`src/rtl/uart_cmd_initiator.sv`:
```
// Host-side command initiator: issues READ/WRITE command bytes over a UART
// byte interface and collects the single response byte for READ.
module uart_cmd_initiator #(
  parameter int CMD_RECV_DATA  = 69,
  parameter int CMD_SEND_DATA  = 42,
  parameter int TIMEOUT_CYCLES = 1000
) (
  input  logic       clk,
  input  logic       reset_,
  input  logic       req_read,
  input  logic       req_write,
  input  logic [7:0] wr_data,
  output logic       busy,
  output logic       done,
  output logic       timeout,
  output logic [7:0] rd_data,
  input  logic       tx_ready,
  output logic       tx_send,
  output logic [7:0] tx_data,
  input  logic       rx_valid,
  input  logic [7:0] rx_data
);

  localparam int TW = $clog2(TIMEOUT_CYCLES);
  localparam logic [TW-1:0] TMAX = TW'(TIMEOUT_CYCLES - 1);

  typedef enum logic [2:0] {
    IDLE      = 3'd0,
    SEND_CMD  = 3'd1,
    SEND_DATA = 3'd2,
    WAIT_RESP = 3'd3,
    DONE      = 3'd4
  } state_e;

  state_e        state_q, state_d;
  logic          op_q, op_d;
  logic [7:0]    byte_q, byte_d;
  logic [7:0]    rd_q, rd_d;
  logic          to_q, to_d;
  logic          busy_q, busy_d;
  logic          done_q, done_d;
  logic [TW-1:0] timer_q, timer_d;

  always_comb begin
    state_d = state_q;
    op_d    = op_q;
    byte_d  = byte_q;
    rd_d    = rd_q;
    to_d    = to_q;
    timer_d = timer_q;
    tx_send = 1'b0;
    tx_data = 8'h00;
    case (state_q)
      IDLE: begin
        if (req_write) begin
          op_d    = 1'b1;
          byte_d  = wr_data;
          state_d = SEND_CMD;
        end else if (req_read) begin
          op_d    = 1'b0;
          state_d = SEND_CMD;
        end
      end
      SEND_CMD: begin
        tx_send = tx_ready;
        tx_data = op_q ? 8'(CMD_RECV_DATA) : 8'(CMD_SEND_DATA);
        if (tx_ready) begin
          if (op_q) begin
            state_d = SEND_DATA;
          end else begin
            state_d = WAIT_RESP;
            timer_d = '0;
          end
        end
      end
      SEND_DATA: begin
        tx_send = tx_ready;
        tx_data = byte_q;
        if (tx_ready) begin
          state_d = DONE;
          to_d    = 1'b0;
        end
      end
      WAIT_RESP: begin
        // a byte arriving in the last cycle beats the timeout
        if (rx_valid) begin
          rd_d    = rx_data;
          to_d    = 1'b0;
          state_d = DONE;
        end else if (timer_q == TMAX) begin
          to_d    = 1'b1;
          state_d = DONE;
        end else begin
          timer_d = timer_q + TW'(1);
        end
      end
      DONE: state_d = IDLE;
      default: state_d = IDLE;
    endcase
    busy_d = (state_d != IDLE);
    done_d = (state_d == DONE);
  end

  always_ff @(posedge clk or negedge reset_) begin
    if (!reset_) begin
      state_q <= IDLE;
      op_q    <= 1'b0;
      byte_q  <= 8'h00;
      rd_q    <= 8'h00;
      to_q    <= 1'b0;
      busy_q  <= 1'b0;
      done_q  <= 1'b0;
      timer_q <= '0;
    end else begin
      state_q <= state_d;
      op_q    <= op_d;
      byte_q  <= byte_d;
      rd_q    <= rd_d;
      to_q    <= to_d;
      busy_q  <= busy_d;
      done_q  <= done_d;
      timer_q <= timer_d;
    end
  end

  assign busy    = busy_q;
  assign done    = done_q;
  assign timeout = to_q;
  assign rd_data = rd_q;

endmodule

```
`config.mk`:
```
export PLATFORM = sky130hd
export DESIGN_NAME = uart_cmd_initiator
export DESIGN_NICKNAME = d
export VERILOG_FILES = /design/src/rtl/uart_cmd_initiator.sv
export SDC_FILE = /design/constraint.sdc
export NUM_CORES = 1
export LEC_CHECK = 0
export ABC_AREA = 1
export CORE_UTILIZATION = 53
export CTS_CLUSTER_SIZE = 28
export DETAILED_ROUTE_END_ITERATION = 8
export GPL_TIMING_DRIVEN = 0
export HOLD_SLACK_MARGIN = 0.05
export PLACE_DENSITY_LB_ADDON = 0.15
export RECOVER_POWER = 25
export SLEW_MARGIN = 20
export SYNTH_ARGS = -nofsm -noshare
export SYNTH_HDL_FRONTEND = slang
export SYNTH_SLANG_ARGS = --single-unit
export TNS_END_PERCENT = 20
```
`constraint.sdc`:
```
create_clock -name clk -period 4 [get_ports clk]
set_clock_uncertainty 0.15 [all_clocks]
set_input_delay 0.8 -clock clk [delete_from_list [all_inputs] [get_ports clk]]
set_output_delay 0.8 -clock clk [all_outputs]
set_load 0.05 [all_outputs]
```
==> results of run 1 <==
-- cell type report --
class,count,area [um^2]
Timing Repair Buffer,41,404
Sequential cell,33,826
Multi-Input combinational cell,162,837
Fill cell,259,826
Inverter,22,82.6
Tap cell,44,55.1
Clock inverter,2,10.0
Clock buffer,6,41.3
Buffer,3,21.3
-- logic make-up (layout without fill, tap and decap cells) --
kind of cell	count (synthesis)	in the layout	synth area share
and+or+nand+nor	146	146	0.380
DFF	33	33	0.467
buffers and inverters	25	74	0.0588
AOI/OAI and AO/OA	7	7	0.0276
muxes	6	6	0.0489
xor gates and xnor gates	2	2	0.00992
adders and majority gates	1	1	0.00708
-- flip-flops by register name, summed over array words and instances (netlist names) --
register	cells
done	1
rd_data	8
op_q	1
timeout	1
state_q	3
byte_q	8
timer_q	10
busy	1
-- metrics by stage --
stage / hold WS [ps] / total power, mW / setup slack [ps] / cell area [um^2] / utilization
6_report: 335 / 1.78 / 710 / 2280 / 0.734
5_1_grt: 379 / 1.89 / 577 / 2280 / 0.734
4_1_cts: 342 / 1.79 / 700 / 2280 / 0.734
3_5_place_dp: 316 / 1.61 / 705 / 2230 / 0.718
3_3_place_gp: 315 / 1.60 / 720 / 2230 / 0.719
2_1_floorplan: 330 / 1.30 / 1460 / 1770 / -
-- power by group through the flow --
stage                     logic (mW)  clock network [mW]  registers, mW
after floorplan                0.611                   0          0.690
after global placement          1.07                   0          0.530
after detailed placement        1.08                   0          0.530
after CTS                       1.08               0.184          0.527
after global routing            1.16               0.195          0.543
final                           1.08               0.176          0.526
-- how the worst min path moves through the flow --
stage	cells after the start	to	slack, ps	from
global route	2	rd_data[7]$_DFFE_PN0P_	380	rd_data[7]$_DFFE_PN0P_
floorplan	1	byte_q[0]$_DFFE_PN0P_	330	byte_q[0]$_DFFE_PN0P_
finish	2	rd_data[6]$_DFFE_PN0P_	330	rd_data[6]$_DFFE_PN0P_
CTS	2	rd_data[6]$_DFFE_PN0P_	340	rd_data[6]$_DFFE_PN0P_
global placement	2	rd_data[6]$_DFFE_PN0P_	310	rd_data[6]$_DFFE_PN0P_
detailed placement	2	rd_data[6]$_DFFE_PN0P_	320	rd_data[6]$_DFFE_PN0P_
-- cell usage in the layout (no fill, tap or decap) --
cell type,n
a21oi_1,4
o21ai_0,1
mux2_2,1
a21oi_4,1
o21bai_1,1
buf_2,2
nor2_2,3
xor2_1,1
xnor2_1,1
nor2_4,1
nand2_1,92
inv_1,17
nand3_2,5
nand2_4,3
mux2_4,5
clkbuf_1,2
nor3_4,1
nand3_1,7
nand2_2,4
clkbuf_4,5
dfrtp_1,33
inv_2,5
buf_6,1
nand3_4,1
nand4_1,3
ha_1,1
nor2_1,24
nor3_1,2
clkinv_2,2
clkdlybuf4s50_1,40
-- critical path: cells and delay by family --
family	cells	cell delay, ps
simple gates	2	190
buf+inv	2	1350
-- per-layer routing --
metal / GRT usage / routed length (um)
met5: 0 / 0
met4: 0.143 / 84
met3: 0.0541 / 161
met2: 0.351 / 1510
met1: 0.276 / 1630
-- cell usage after synthesis (2+ instances only) --
cell type  number
nand2_1        92
dfrtp_1        33
nor2_1         24
inv_1          17
nand3_1         7
inv_2           5
mux2_4          5
nand3_2         5
a21oi_1         4
nand2_2         4
nand2_4         3
nand4_1         3
nor2_2          3
buf_2           2
nor3_1          2
==> flow_summary.ini, run 1 <==
[drt]
first_pass_iters = 4
post-route-drc-count = 0
vias_per_cell = 4.69
routed-via-count = 1469
ant_nets = 0
routedWlPerCell_um = 10.8
wirelength_um = 3390
drtIter0Drc = 36

[sta]
period_needed_ps = 3290
rsz0062_at_grt = no
slew_headroom = -0.107
fmax_mhz = 304
period_share = 0.822
hold_viol_final = 0
setup_viol = 0
slew_violations = 34
tns_ps = 0
worst_pin_slew_ps = 1660

[critical_path]
arrival_ps = 2340
setup.worst_path.class = in2out
timing.rr.start = timer_q[0]$_DFFE_PN0P_
crit_path_end = tx_send
path_cells = clkdlybuf4s50_1 -> nand2_1 -> nand2_1 -> clkdlybuf4s50_1
cp_max_fo = 3
crit_start = tx_ready
r2r_setup_slack_ps = 2280
crit_required_ps = 3050
slowest_stage = clkdlybuf4s50_1
slowest_delay_ps = 810
reg2regPathDepth = 9
crit_path_start_kind = input port
endpoint_kind = output pin
reg2reg_to = timer_q[5]$_DFFE_PN0P_

[clock_network]
cts_buffers = 5
path_clk_slew_ps = 100
cts_tree = done
cts_sinks = 33
post-cts-setup-buffers = 0
clock_tree.root_cell = clkbuf_4
cts_hold_buf = 0
cts_resized = 0
htreeDepth = 2
insertion_delay_ps = 330
cts.path.max_buffers = 2

[grt]
grt_pass1_wl_um = 5800
antenna_found_initial = 0
grt_start_max_net_pins = 34
gr-total-overflow = 0
grtUsageTotal = 0.224
grt_pass1_vias = 1425

[place]
placed_cells = 305
gp_congestion = 0.865
port_buffers = 41
dpl.hpwl_um = 2550

[power_and_ir_drop]
power_frac_clock = 0.099
seqPwrFrac = 0.296
leakage_nw = 1.15
ir_worst_vdd_uv = 501
p_switching_mw = 0.896
power_density_nw_per_um2 = 782
combPwrFrac = 0.605
intPower_mw = 0.884
sw_frac_of_total = 0.503

[logic_synthesis]
synthArstFlopShare = 1.00
synth-seq-cells = 33
syn-num-nets = 243
synth_cells = 220
synth_top_area_share = 0.467
syn_avg_cell_area_um2 = 8.03
synth_edf_count = 0
synth_ff_type = dfrtp_1
synth_area_um2 = 1770
ys_seq_area_frac = 0.467
synth_top_cell_by_area = dfrtp_1
synth.distinct_cells = 26
synth.area.top_cells = dfrtp_1, nand2_1, nor2_1
yosysWarningCount = 0

[floorplan]
io_pins = 42
die_w_um = 59.7
num_rows = 20
fp.dieH_um = 59.7
start_util = 0.569
core_um2 = 3100
dieArea_um2 = 3570

[cells_and_area]
stdcell_count = 313
diodes = 0
area_growth_pct = 28.9
fin_nets = 291
drive_above_1_share = 0.149

[job]
maxCapViolations = 1

[worst_hold_path]
hp-class = reg2reg

[run_status]
failed_checks = max-capacitance violations, max-slew violations
outcome = complete, but fails checks
(Power assumes the default switching activity.)
==> run 2: changes to the inputs <==
CORE_UTILIZATION = 44   (was 53)
clock period = 3 ns   (was 4 ns; I/O delays follow)
==> flow_summary.ini, run 2 (synthesis results as in run 1) <==
[clock_network]
cts_sinks = 33
cts_buffers = 5
cts.path.max_buffers = 2
path_clk_slew_ps = 70
clock_tree.root_cell = clkbuf_8
post-cts-setup-buffers = 0
insertion_delay_ps = 290
cts_tree = done
htreeDepth = 2

[drt]
first_pass_iters = 4
vias_per_cell = 4.70
wirelength_um = 3580
routedWlPerCell_um = 11.2
ant_nets = 0
routed-via-count = 1499
post-route-drc-count = 0
drtIter0Drc = 95

[cells_and_area]
largest-register = timer_q
drive_above_1_share = 0.148
diodes = 0
final_cell_mix = nand2_1, dfrtp_1, clkdlybuf4s50_1, nor2_1, inv_1
mostFrequentLayoutCell = nand2_1
n_fill_cell = 349
fin_nets = 293
final_core_util = 0.625
largest_reg_flops = 10
area_growth_pct = 32.4

[critical_path]
timing.rr.start = timer_q[0]$_DFFE_PN0P_
setup.worst_path.class = reg2out
arrival_ps = 2000
cp_max_fo = 9
crit_start = state_q[0]$_DFF_PN0_
reg2reg_to = timer_q[4]$_DFFE_PN0P_
r2r_setup_slack_ps = 1290
reg2regPathDepth = 8
endpoint_kind = output pin
crit_required_ps = 2250
slowest_stage = dlygate4sd2_1
crit_path_start_kind = flip-flop
slowest_delay_ps = 530
path_cells = buf_2 -> nor3_4 -> inv_1 -> nor2_1 -> dlygate4sd2_1

[worst_hold_path]
hp-start = rd_data[1]$_DFFE_PN0P_
min_to = rd_data[1]$_DFFE_PN0P_
hold_depth = 2
hp-class = reg2reg

[floorplan]
dieArea_um2 = 4270
start_util = 0.472
io_pins = 42
core_um2 = 3740
die_w_um = 65.4
num_rows = 22
fp.dieH_um = 65.4

[power_and_ir_drop]
leakage_nw = 1.26
ir_worst_vdd_uv = 609
power.total_mw = 2.43
power_density_nw_per_um2 = 1040

[sta]
slew_violations = 0
period_needed_ps = 2750
fin_ws_ps = 246
slew_headroom = 0.257
period_share = 0.918
setup_viol = 0
hold_viol_final = 0
tns_ps = 0
holdWs_ps = 335
worst_pin_slew_ps = 1110
rsz0062_at_grt = no
fmax_mhz = 363

[place]
dpl_worst_slack_ps = 109
port_buffers = 41
gp_congestion = 0.769
dpl.hpwl_um = 2620

[job]
maxCapViolations = 0

[grt]
grt_start_max_net_pins = 26
grtUsageTotal = 0.192
grt_pass1_wl_um = 6170
grt_pass1_vias = 1440
antenna_found_initial = 0
gr-total-overflow = 0

[run_status]
outcome = finished clean
[run 2: cell types whose count changed in the layout (fill, tap and decap cells not counted)]
cell and delta:
dlygate4sd3_1 +1, clkbuf_8 +5, dlymetal6s4s_1 +1, dlymetal6s2s_1 +4
dlygate4sd2_1 +5, clkbuf_4 -5, clkdlybuf4s50_1 -9
[run 2: routing by layer]
layer	share of wire	track usage
met1	0.47	0.241
met2	0.45	0.298
met3	0.060	0.0729
met4	0.016	0.0734
met5	0	0
[run 2: worst max-delay path, delay by kind of cell, from the launching register on]
kind          cells  cell delay (ps)
simple gates      2              530
buf+inv           3              830
flops             1              360
[run 2: timing repair]
action,CTS,global route
endpoints found under the setup margin,5,4
resized for setup,5,4
endpoints found under the hold margin,8,0
pin swaps,0,0
hold buffers,1,0
[run 2: area by class of cell]
| type | count | area (um^2) | share of cell area |
|---|---|---|---|
| clock buffer | 6 | 72.6 | 0.0310 |
| buffer | 3 | 21.3 | 0.00909 |
| clock inverter | 2 | 10.0 | 0.00428 |
| tap | 48 | 60.1 | 0.0257 |
| inverter | 22 | 82.6 | 0.0353 |
| multi-input combinational | 162 | 837 | 0.358 |
| timing repair buffer | 43 | 430 | 0.184 |
| sequential | 33 | 826 | 0.353 |
[run 2: through the flow]
step           instances  cell area [um^2]
3_3_place_gp         309              2240
5_1_grt              319              2340
2_1_floorplan        220              1770
4_1_cts              319              2340
6_report             319              2340
3_5_place_dp         310              2250
[run 2: how the worst max path moves through the flow]
stage,endpoint,slack (ps),depth (start not counted)
global placement,tx_send,120,4
floorplan,tx_data[4],660,4
global route,tx_data[7],130,5
finish,tx_data[7],250,5
CTS,tx_data[6],2,5
detailed placement,tx_send,110,4
[run 2: power by group]
| part | switching, mW | total (mW) | internal (mW) | leakage, nW |
|---|---|---|---|---|
| clock network | 0.163 | 0.324 | 0.161 | 0.0450 |
| logic | 0.936 | 1.40 | 0.467 | 0.795 |
| registers | 0.0988 | 0.700 | 0.601 | 0.417 |
| total | 1.20 | 2.43 | 1.23 | 1.26 |
